[src/rtl/qflop_pkg.sv]
// Shared types and four-phase level constants for the Q-Flop fork initiator.
package qflop_pkg;

    typedef enum logic [2:0] {
        IDLE   = 3'd0,
        SETUP  = 3'd1,
        REQ_HI = 3'd2,
        REQ_LO = 3'd3,
        ERR    = 3'd4
    } state_t;

    localparam logic REQ_ASSERT = 1'b1;
    localparam logic REQ_IDLE   = 1'b0;

endpackage

[src/rtl/qflop_sync_bit.sv]
// Multi-flop synchronizer for one asynchronous branch ack.
module qflop_sync_bit #(
    parameter int STAGES = 2
) (
    input  logic clk,
    input  logic rst_n,
    input  logic d,
    output logic q
);

    logic [STAGES-1:0] ff;

    always_ff @(posedge clk or negedge rst_n) begin
        if (!rst_n) begin
            ff <= '0;
        end else begin
            ff <= {ff[STAGES-2:0], d};
        end
    end

    assign q = ff[STAGES-1];

endmodule

[src/rtl/qflop_fork_tx.sv]
// Clocked four-phase bundled-data initiator forking one request to N_BRANCH Q-Flop branches,
// joining their acks with C-element semantics (all risen, then all fallen).
//
// state  | meaning
// IDLE   | waiting for a word; in_ready=1
// SETUP  | data_out stable, counting setup cycles, waiting for all enabled acks low
// REQ_HI | req_out=1, waiting for every enabled ack high
// REQ_LO | req_out=0, waiting for every enabled ack low
// ERR    | an ack phase timed out; waits for clr_err
import qflop_pkg::*;

module qflop_fork_tx #(
    parameter int WIDTH       = 8,
    parameter int N_BRANCH    = 5,
    parameter int SYNC_STAGES = 2,
    parameter int SETUP_CYC   = 1,
    parameter int TIMEOUT     = 255
) (
    input  logic                clk,
    input  logic                rst_n,
    input  logic                in_valid,
    output logic                in_ready,
    input  logic [WIDTH-1:0]    in_data,
    input  logic [N_BRANCH-1:0] ack_mask,
    output logic                req_out,
    output logic [WIDTH-1:0]    data_out,
    input  logic [N_BRANCH-1:0] ack_in,
    output logic                busy,
    output logic                done,
    output logic                timeout_err,
    input  logic                clr_err
);

    localparam int SW = (SETUP_CYC > 1) ? $clog2(SETUP_CYC) : 1;
    localparam int TW = (TIMEOUT > 1) ? $clog2(TIMEOUT) : 1;
    localparam logic [SW-1:0] SETUP_LOAD = SW'(SETUP_CYC - 1);
    localparam logic [TW-1:0] TMR_LOAD   = TW'((TIMEOUT > 0) ? TIMEOUT - 1 : 0);

    state_t                state;
    logic [N_BRANCH-1:0]   ack_s;
    logic [N_BRANCH-1:0]   mask_q;
    logic [SW-1:0]         setup_cnt;
    logic [TW-1:0]         tmr;
    logic                  all_hi;
    logic                  all_lo;
    logic                  timer_hit;

    for (genvar i = 0; i < N_BRANCH; i++) begin : g_sync
        qflop_sync_bit #(.STAGES(SYNC_STAGES)) u_sync (
            .clk   (clk),
            .rst_n (rst_n),
            .d     (ack_in[i]),
            .q     (ack_s[i])
        );
    end

    // Masked-out branches count as both high and low, so an empty mask completes on its own.
    assign all_hi    = &(ack_s | ~mask_q);
    assign all_lo    = ~|(ack_s & mask_q);
    assign timer_hit = (TIMEOUT != 0) && (tmr == '0);

    assign in_ready = (state == IDLE);
    assign busy     = (state != IDLE);

    always_ff @(posedge clk or negedge rst_n) begin
        if (!rst_n) begin
            state       <= IDLE;
            req_out     <= REQ_IDLE;
            data_out    <= '0;
            mask_q      <= '0;
            setup_cnt   <= '0;
            tmr         <= '0;
            done        <= 1'b0;
            timeout_err <= 1'b0;
        end else begin
            done <= 1'b0;
            case (state)
                IDLE: begin
                    if (in_valid) begin
                        data_out  <= in_data;
                        mask_q    <= ack_mask;
                        setup_cnt <= SETUP_LOAD;
                        state     <= SETUP;
                    end
                end
                SETUP: begin
                    if (setup_cnt != '0) begin
                        setup_cnt <= setup_cnt - 1'b1;
                    end else if (all_lo) begin
                        req_out <= REQ_ASSERT;
                        tmr     <= TMR_LOAD;
                        state   <= REQ_HI;
                    end
                end
                REQ_HI: begin
                    if (all_hi) begin
                        req_out <= REQ_IDLE;
                        tmr     <= TMR_LOAD;
                        state   <= REQ_LO;
                    end else if (timer_hit) begin
                        req_out     <= REQ_IDLE;
                        timeout_err <= 1'b1;
                        state       <= ERR;
                    end else if (tmr != '0) begin
                        tmr <= tmr - 1'b1;
                    end
                end
                REQ_LO: begin
                    if (all_lo) begin
                        done  <= 1'b1;
                        state <= IDLE;
                    end else if (timer_hit) begin
                        timeout_err <= 1'b1;
                        state       <= ERR;
                    end else if (tmr != '0) begin
                        tmr <= tmr - 1'b1;
                    end
                end
                ERR: begin
                    if (clr_err) begin
                        timeout_err <= 1'b0;
                        state       <= IDLE;
                    end
                end
                default: state <= IDLE;
            endcase
        end
    end

endmodule

[config.mk]
export PLATFORM = sky130hd
export DESIGN_NAME = qflop_fork_tx
export DESIGN_NICKNAME = d
export VERILOG_FILES = /design/src/rtl/qflop_pkg.sv /design/src/rtl/qflop_sync_bit.sv /design/src/rtl/qflop_fork_tx.sv
export SDC_FILE = /design/constraint.sdc
export NUM_CORES = 1
export LEC_CHECK = 0
export ABC_AREA = 1
export ABC_CLOCK_PERIOD_IN_PS = 1600
export CORE_ASPECT_RATIO = 1.75
export CORE_MARGIN = 1
export CORE_UTILIZATION = 45
export CTS_CLUSTER_DIAMETER = 50
export CTS_CLUSTER_SIZE = 8
export DETAILED_ROUTE_END_ITERATION = 10
export GPL_TIMING_DRIVEN = 1
export PLACE_DENSITY_LB_ADDON = 0.15
export SYNTH_ARGS = -nofsm -noshare
export SYNTH_HDL_FRONTEND = slang
export SYNTH_HIERARCHICAL = 1
export SYNTH_SLANG_ARGS = --single-unit
[constraint.sdc]
create_clock -name clk -period 1.6 [get_ports clk]
set_input_delay 0.24 -clock clk [delete_from_list [all_inputs] [get_ports clk]]
set_output_delay 0.24 -clock clk [all_outputs]
set_load 0.03 [all_outputs]
==> impl_metrics.py, run 1 <==
metrics = {
    "clock_tree": {
        "htreeDepth": 2,
        "clock_insertion_delay_worst_skew_ns": 0.29,
        "cts_buffers": 5,
        "path_clk_slew_ns": 0.08,
        "cts_buffer_depth": 2,
        "clock-sinks": 37,
        "cts_root_buf": "clkbuf_8",
        "tritoncts": "built",
    },
    "critical_path": {
        "required_ns": 1.36,
        "worstPathCellList": "clkdlybuf4s50_1",
        "critPathArrivalTime_ns": 1.33,
        "worstPathMaxFanout": 2,
        "critPathTopFamily": "buffers and inverters",
        "path_class": "reg2out",
        "setup.worst_path.end_class": "output port",
        "start_kind": "flip-flop",
        "cp_slowest_cell": "clkdlybuf4s50_1",
        "critPathMaxStageDelay_ns": 0.69,
        "cp_num_buf_inv": 1,
    },
    "floorplanning": {
        "chipWidth_um": 49.10,
        "num_rows": 29,
        "initial_core_util_pct": 47.66,
        "core_region_area_um2": 3665,
        "ios": 35,
        "die_height_um": 84.42,
        "fp.dieArea_um2": 4144,
    },
    "job": {
        "drv_cap": 0,
    },
    "drt": {
        "wl_per_cell_um": 13.79,
        "vias": 1481,
        "drt.antenna.violating_nets": 0,
        "drc": 0,
        "drtIter0Drc": 25,
        "wl_um": 3917,
        "first_pass_iters": 4,
        "via_per_inst": 5.215,
    },
    "layout": {
        "fillCellCount": 331,
        "finalInstanceArea_um2": 2326,
        "drive_gt1_share_pct": 19.75,
        "syn2layout_area_growth_pct": 33.17,
        "final_nets": 260,
        "antenna_cells": 0,
    },
    "grt": {
        "grt_max_degree": 38,
        "grt_usage_pct": 20.32,
        "gr-total-overflow": 0,
        "antenna_found_initial": 0,
        "grt_pass1_vias": 1519,
        "grt_pass1_wl_um": 6430,
    },
    "synthesis": {
        "async_flop_share_pct": 100.0,
        "ys_seq_area_share_pct": 53.01,
        "yosysTopAreaCellShare_pct": 53.01,
        "synth_edf_count": 0,
        "avgSynthCellArea_um2": 9.193,
        "syn_nets": 213,
        "syn_inst": 190,
        "synth_largest_area_cell": "dfrtp_1",
        "synth_most_common_cell": "nand2_1",
        "yosys_register_bits": 37,
        "syn-cell-area_um2": 1747,
        "yosys-top-cells-area": "dfrtp_1 (53%), nand2_1 (8.6%), nand3_1 (6.9%)",
        "yosys.cell_types.count": 25,
        "yosysWarnings": 6,
        "synth_commonest_cells": "nand2_1 (40), dfrtp_1 (37), inv_1 (25)",
        "ys.flop_type": "dfrtp_1",
    },
    "pwr": {
        "sw_frac_of_total_pct": 42.51,
        "p_sw_mw": 1.900,
        "p_leak_nw": 1.186,
        "power_frac_clock_pct": 14.7,
        "p_int_mw": 2.569,
        "pwr-share-seq_pct": 33.7,
        "p_comb_share_pct": 51.6,
        "ir_drop_mv": 1.225,
        "power.density_nw_per_um2": 1921,
    },
    "timing": {
        "finalHoldViolations": 0,
        "skew_ns": 0.003695,
        "setup_viol": 0,
        "worst_pin_slew_ns": 0.4585,
        "slew_headroom_pct": 69.43,
        "fmax_ghz": 0.6365,
        "drv_slew": 0,
        "setup_tns_ns": 0,
        "min_period_over_period_pct": 98.20,
        "period_minus_slack_ns": 1.571,
    },
    "placed_design": {
        "portBuffers": 34,
        "place_congestion": 0.9249,
        "placed_area_um2": 2148,
        "post-dp-hpwl_um": 2856,
    },
    "min_path": {
        "hp-class": "reg2reg",
    },
    "status": {
        "status": "finished, final reports clean",
    },
}
==> power groups by stage <==
stage	sequential [mW]	combinational (mW)	clock, mW
floorplan	1.69	1.27	0
global placement	1.49	2.08	0
detailed placement	1.51	2.14	0
CTS	1.50	2.14	0.675
global route	1.55	2.51	0.713
finish	1.51	2.31	0.657
==> cell usage in the layout, fill, tap and decap left out, drive strengths merged <==
| master | instances |
|---|---|
| a21boi | 1 |
| a21oi | 4 |
| a2bb2oi | 1 |
| buf | 8 |
| clkbuf | 6 |
| clkdlybuf4s50 | 26 |
| clkinvlp | 3 |
| dfrtp | 37 |
| dlygate4sd3 | 1 |
| dlymetal6s2s | 5 |
| ha | 1 |
| inv | 26 |
| mux2 | 11 |
| nand2 | 44 |
| nand3 | 25 |
| nand4 | 3 |
| nor2 | 20 |
| nor3 | 2 |
| o21ai | 9 |
| or2 | 1 |
| xnor2 | 1 |
| xor2 | 3 |
==> area by class of cell <==
| class | instances | area (um2) | area share [%] |
|---|---|---|---|
| sequential | 37 | 927.1 | 39.86 |
| multi-input combinational | 126 | 744.5 | 32.01 |
| timing repair buffer | 41 | 407.9 | 17.54 |
| inverter | 26 | 97.59 | 4.196 |
| clock buffer | 5 | 68.82 | 2.959 |
| tap | 46 | 57.56 | 2.474 |
| clock inverter | 3 | 22.52 | 0.9683 |
==> state kept, by name, summed over array words and instances (netlist names) <==
signal and flops:
done 1, state 3, g_sync.u_sync/ff 10, tmr 8
mask_q 5, timeout_err 1, req_out 1, data_out 8
==> cell families (layout without fill, tap and decap cells) <==
| kind of cell | Yosys count | count (layout) | share of synthesized area, % |
|---|---|---|---|
| mux | 11 | 11 | 8.381 |
| buf+inv | 27 | 75 | 6.232 |
| compound gates | 15 | 15 | 4.872 |
| flops | 37 | 37 | 53.01 |
| xor+xnor | 4 | 4 | 2.006 |
| simple gates | 95 | 95 | 24.79 |
| fa+ha+maj | 1 | 1 | 0.7162 |
==> per-layer routing <==
metal  GRT usage (%)  routed length, um
met1           19.17               1422
met5               0                  0
met4           13.10                138
met2           38.23               2200
met3           3.804                155
==> metrics by stage <==
step | hold WS, ns | util [%] | std cells | setup slack, ns | power [mW]
after floorplan | -0.05559 | - | 190 | 0.03564 | 2.955
after global routing | 0.3613 | 63.47 | 284 | -0.02182 | 4.764
after detailed placement | 0.3180 | 58.62 | 272 | 0.03219 | 3.641
final | 0.3511 | 63.47 | 284 | 0.02882 | 4.469
after global placement | 0.3012 | 58.62 | 272 | 0.05682 | 3.573
after CTS | 0.3552 | 61.39 | 281 | 0.0002180 | 4.311
==> path summary, 6_finish.rpt <==
path | start | slack, ns | end | depth (start not counted)
worst max-delay path | data_out[7] | 0.03 | data_out[7] | 1
worst min-delay path | g_sync[4].u_sync/ff[0] | 0.35 | g_sync[4].u_sync/ff[1] | 0
worst max register to register | state[1] | 0.04 | tmr[4] | 8
worst min register to register | g_sync[4].u_sync/ff[0] | 0.35 | g_sync[4].u_sync/ff[1] | 0
max in group asynchronous | rst_n | 0.74 | state[2] | 3
min in group asynchronous | rst_n | 0.51 | mask_q[1] | 3
==> repair_timing <==
action / 4_1_cts / 5_1_grt
endpoints found under the setup margin: 1 / 17
gates resized for setup: 2 / 16
pin swaps: 0 / 2
hold endpoints to repair: 9 / 0
setup buffers: 0 / 3
hold buffers: 1 / 0
(Power assumes the default switching activity.)
==> run 2: changes to the inputs <==
--- a/config.mk
+++ b/config.mk
@@ -10,7 +10,6 @@
 export CORE_ASPECT_RATIO = 1.75
 export CORE_MARGIN = 1
 export CORE_UTILIZATION = 45
-export CTS_CLUSTER_DIAMETER = 50
 export CTS_CLUSTER_SIZE = 8
 export DETAILED_ROUTE_END_ITERATION = 10
 export GPL_TIMING_DRIVEN = 1
==> results of run 2 <==
Final layout, timing and power as in run 1 (identical DEF).
==> run 3: changes to the inputs <==
--- a/config.mk
+++ b/config.mk
@@ -5,7 +5,7 @@
 export SDC_FILE = /design/constraint.sdc
 export NUM_CORES = 1
 export LEC_CHECK = 0
-export ABC_AREA = 1
+export ABC_AREA = 0
 export ABC_CLOCK_PERIOD_IN_PS = 1600
 export CORE_ASPECT_RATIO = 1.75
 export CORE_MARGIN = 1
==> run 3 against run 2 <==
Compared with the run above:
- combinational power up 23%
- sequential power down 7%
- highest routed layer unchanged
- fmax down 17%
- critical path type is now reg2reg
- utilization up 13 points
- the flow now finishes with violations (setup timing)
- clock-buffer cell count up 1
==> impl_metrics.py, run 3 <==
metrics = {
    "placed_design": {
        "post-dp-hpwl_um": 2820,
        "place_congestion": 0.8116,
        "portBuffers": 34,
        "place_ws_ns": -0.2670,
    },
    "clock_tree": {
        "path_clk_slew_ns": 0.07,
        "cts_buffers": 5,
        "htreeDepth": 2,
        "clock_insertion_delay_worst_skew_ns": 0.29,
        "tritoncts": "built",
        "cts_root_buf": "clkbuf_8",
        "cts_buffer_depth": 2,
        "clock-sinks": 37,
    },
    "critical_path": {
        "start_kind": "flip-flop",
        "critPathArrivalTime_ns": 2.11,
        "setup.worst_path.end_class": "flip-flop",
        "worstPathMaxFanout": 2,
        "path_class": "reg2reg",
        "required_ns": 1.82,
    },
    "synthesis": {
        "synth_most_common_cell": "dfrtp_1",
        "yosys.cell_types.count": 31,
        "yosysTopAreaCellShare_pct": 58.73,
        "synth_largest_area_cell": "dfrtp_1",
        "ys_seq_area_share_pct": 58.73,
        "synth_commonest_cells": "dfrtp_1 (37), mux2_2 (13), inv_1 (10)",
        "syn_nets": 159,
        "syn-cell-area_um2": 1577,
        "avgSynthCellArea_um2": 11.59,
        "yosys-top-cells-area": "dfrtp_1 (59%), mux2_2 (9.3%), o21ai_0 (2.9%)",
        "ys.flop_type": "dfrtp_1",
        "synth_edf_count": 0,
        "async_flop_share_pct": 100.0,
        "yosys_register_bits": 37,
        "syn_inst": 136,
        "yosysWarnings": 6,
    },
    "min_path": {
        "hp-class": "reg2reg",
    },
    "floorplanning": {
        "core_region_area_um2": 3363,
        "initial_core_util_pct": 46.87,
        "num_rows": 28,
        "fp.dieArea_um2": 3753,
        "die_height_um": 80.30,
        "chipWidth_um": 46.74,
        "ios": 35,
    },
    "pwr": {
        "p_leak_nw": 1.122,
        "ir_drop_mv": 1.304,
        "power.density_nw_per_um2": 1901,
    },
    "layout": {
        "final_common_cell": "dfrtp_1",
        "regMostFlops": "g_sync.u_sync/ff",
        "final_nets": 233,
        "largest_reg_flops": 10,
        "reg.largest.list": "g_sync.u_sync/ff: 10 flops, data_out: 8 flops, tmr: 8 flops",
        "drive_gt1_share_pct": 42.65,
        "syn2layout_area_growth_pct": 62.86,
        "final_cell_mix": "dfrtp_1 (37), clkdlybuf4s50_1 (27), buf_4 (27)",
        "antenna_cells": 0,
    },
    "drt": {
        "drc": 0,
        "vias": 1370,
        "drtIter0Drc": 15,
        "wl_per_cell_um": 16.96,
        "wl_um": 4342,
        "first_pass_iters": 6,
        "drt.antenna.violating_nets": 0,
        "via_per_inst": 5.352,
    },
    "job": {
        "drv_cap": 0,
    },
    "grt": {
        "gr-total-overflow": 0,
        "antenna_found_initial": 0,
        "grt_max_degree": 20,
        "grt_pass1_vias": 1481,
        "grt_usage_pct": 24.91,
        "grt_pass1_wl_um": 6403,
    },
    "timing": {
        "whs_ns": 0.3429,
        "worst_pin_slew_ns": 0.4231,
        "finalHoldViolations": 0,
        "setup_slack_ns": -0.2837,
        "setup_tns_ns": -1.264,
        "drv_slew": 0,
        "period_minus_slack_ns": 1.884,
        "setup_viol": 11,
        "rsz0062_at_grt": "yes",
        "skew_ns": 0.007811,
        "fmax_ghz": 0.5309,
        "min_period_over_period_pct": 117.7,
        "slew_headroom_pct": 71.79,
    },
    "status": {
        "status": "complete, but fails checks",
        "violations": "setup timing",
    },
}
run 3: changes by cell type in the layout (fill, tap and decap cells not counted), moves of 4 or more:
cell | before | now
buf_4 | 6 | 27
buf_6 | 0 | 8
inv_1 | 24 | 8
mux2_2 | 5 | 11
mux2_4 | 6 | 2
nand2_1 | 38 | 5
nand2_2 | 5 | 0
nand3_1 | 22 | 3
nor2_1 | 16 | 6
o21ai_0 | 8 | 1
o21ai_1 | 0 | 6
or3_4 | 0 | 4
run 3: cell type report:
class | count | area, um2
clock buffer | 6 | 72.57
fill | 249 | 795.8
multi-input combinational | 85 | 795.8
sequential | 37 | 925.9
tap | 45 | 56.30
inverter | 10 | 42.54
clock inverter | 2 | 10.01
timing repair buffer | 71 | 664.4
run 3: metal layers:
metal	share of wire, %	global-route usage (%)	wire length (um)
met5	0	0	0
met4	3.8	12.86	167
met3	2.9	5.618	127
met2	61	46.53	2667
met1	32	22.84	1379
run 3: final timing paths:
kind,from,to,slack (ns),cells past startpoint
worst max-delay path,tmr[1],tmr[7],-0.28,5
worst min-delay path,g_sync[0].u_sync/ff[0],g_sync[0].u_sync/ff[1],0.34,0
worst max register to register,tmr[1],tmr[7],-0.28,5
worst min register to register,g_sync[0].u_sync/ff[0],g_sync[0].u_sync/ff[1],0.34,0
max in group asynchronous,rst_n,state[0],0.75,3
min in group asynchronous,rst_n,mask_q[1],0.41,2
run 3: through the flow:
stage	cells	cell area, um2	power [mW]	util, %
floorplan	136	1633	2.590	-
global placement	238	2197	3.508	65.33
detailed placement	238	2197	3.581	65.33
CTS	253	2427	4.515	72.17
global route	256	2567	5.134	76.34
finish	256	2567	4.882	76.34
run 3: logic make-up after synthesis:
| kind of cell | synth area share (%) |
|---|---|
| DFF | 58.73 |
| and+or+nand+nor | 11.43 |
| AOI/OAI and AO/OA | 16.11 |
| muxes | 9.286 |
| adders and majority gates | 0.7935 |
| buffers and inverters | 3.650 |
run 3: what timing repair did:
action                                 CTS  global route
setup buffers                            5             5
setup endpoints to repair               27            18
hold buffers                             1             0
pin swaps                               12            16
gates cloned                             2             0
endpoints found under the hold margin   18             0
resized for setup                       26            32
run 3: worst max-delay path: stages (launching register included):
cell,delay [ns]
dfrtp_1,0.38
or3_4,0.39
or3_4,0.34
or3_4,0.33
o31a_1,0.24
o21ai_1,0.13
run 3: report_power, final:
group	total, mW	leakage [nW]	switching (mW)	internal, mW
Combinational	2.85	0.657	1.38	1.47
Clock	0.631	0.0450	0.329	0.302
Sequential	1.40	0.420	0.182	1.22
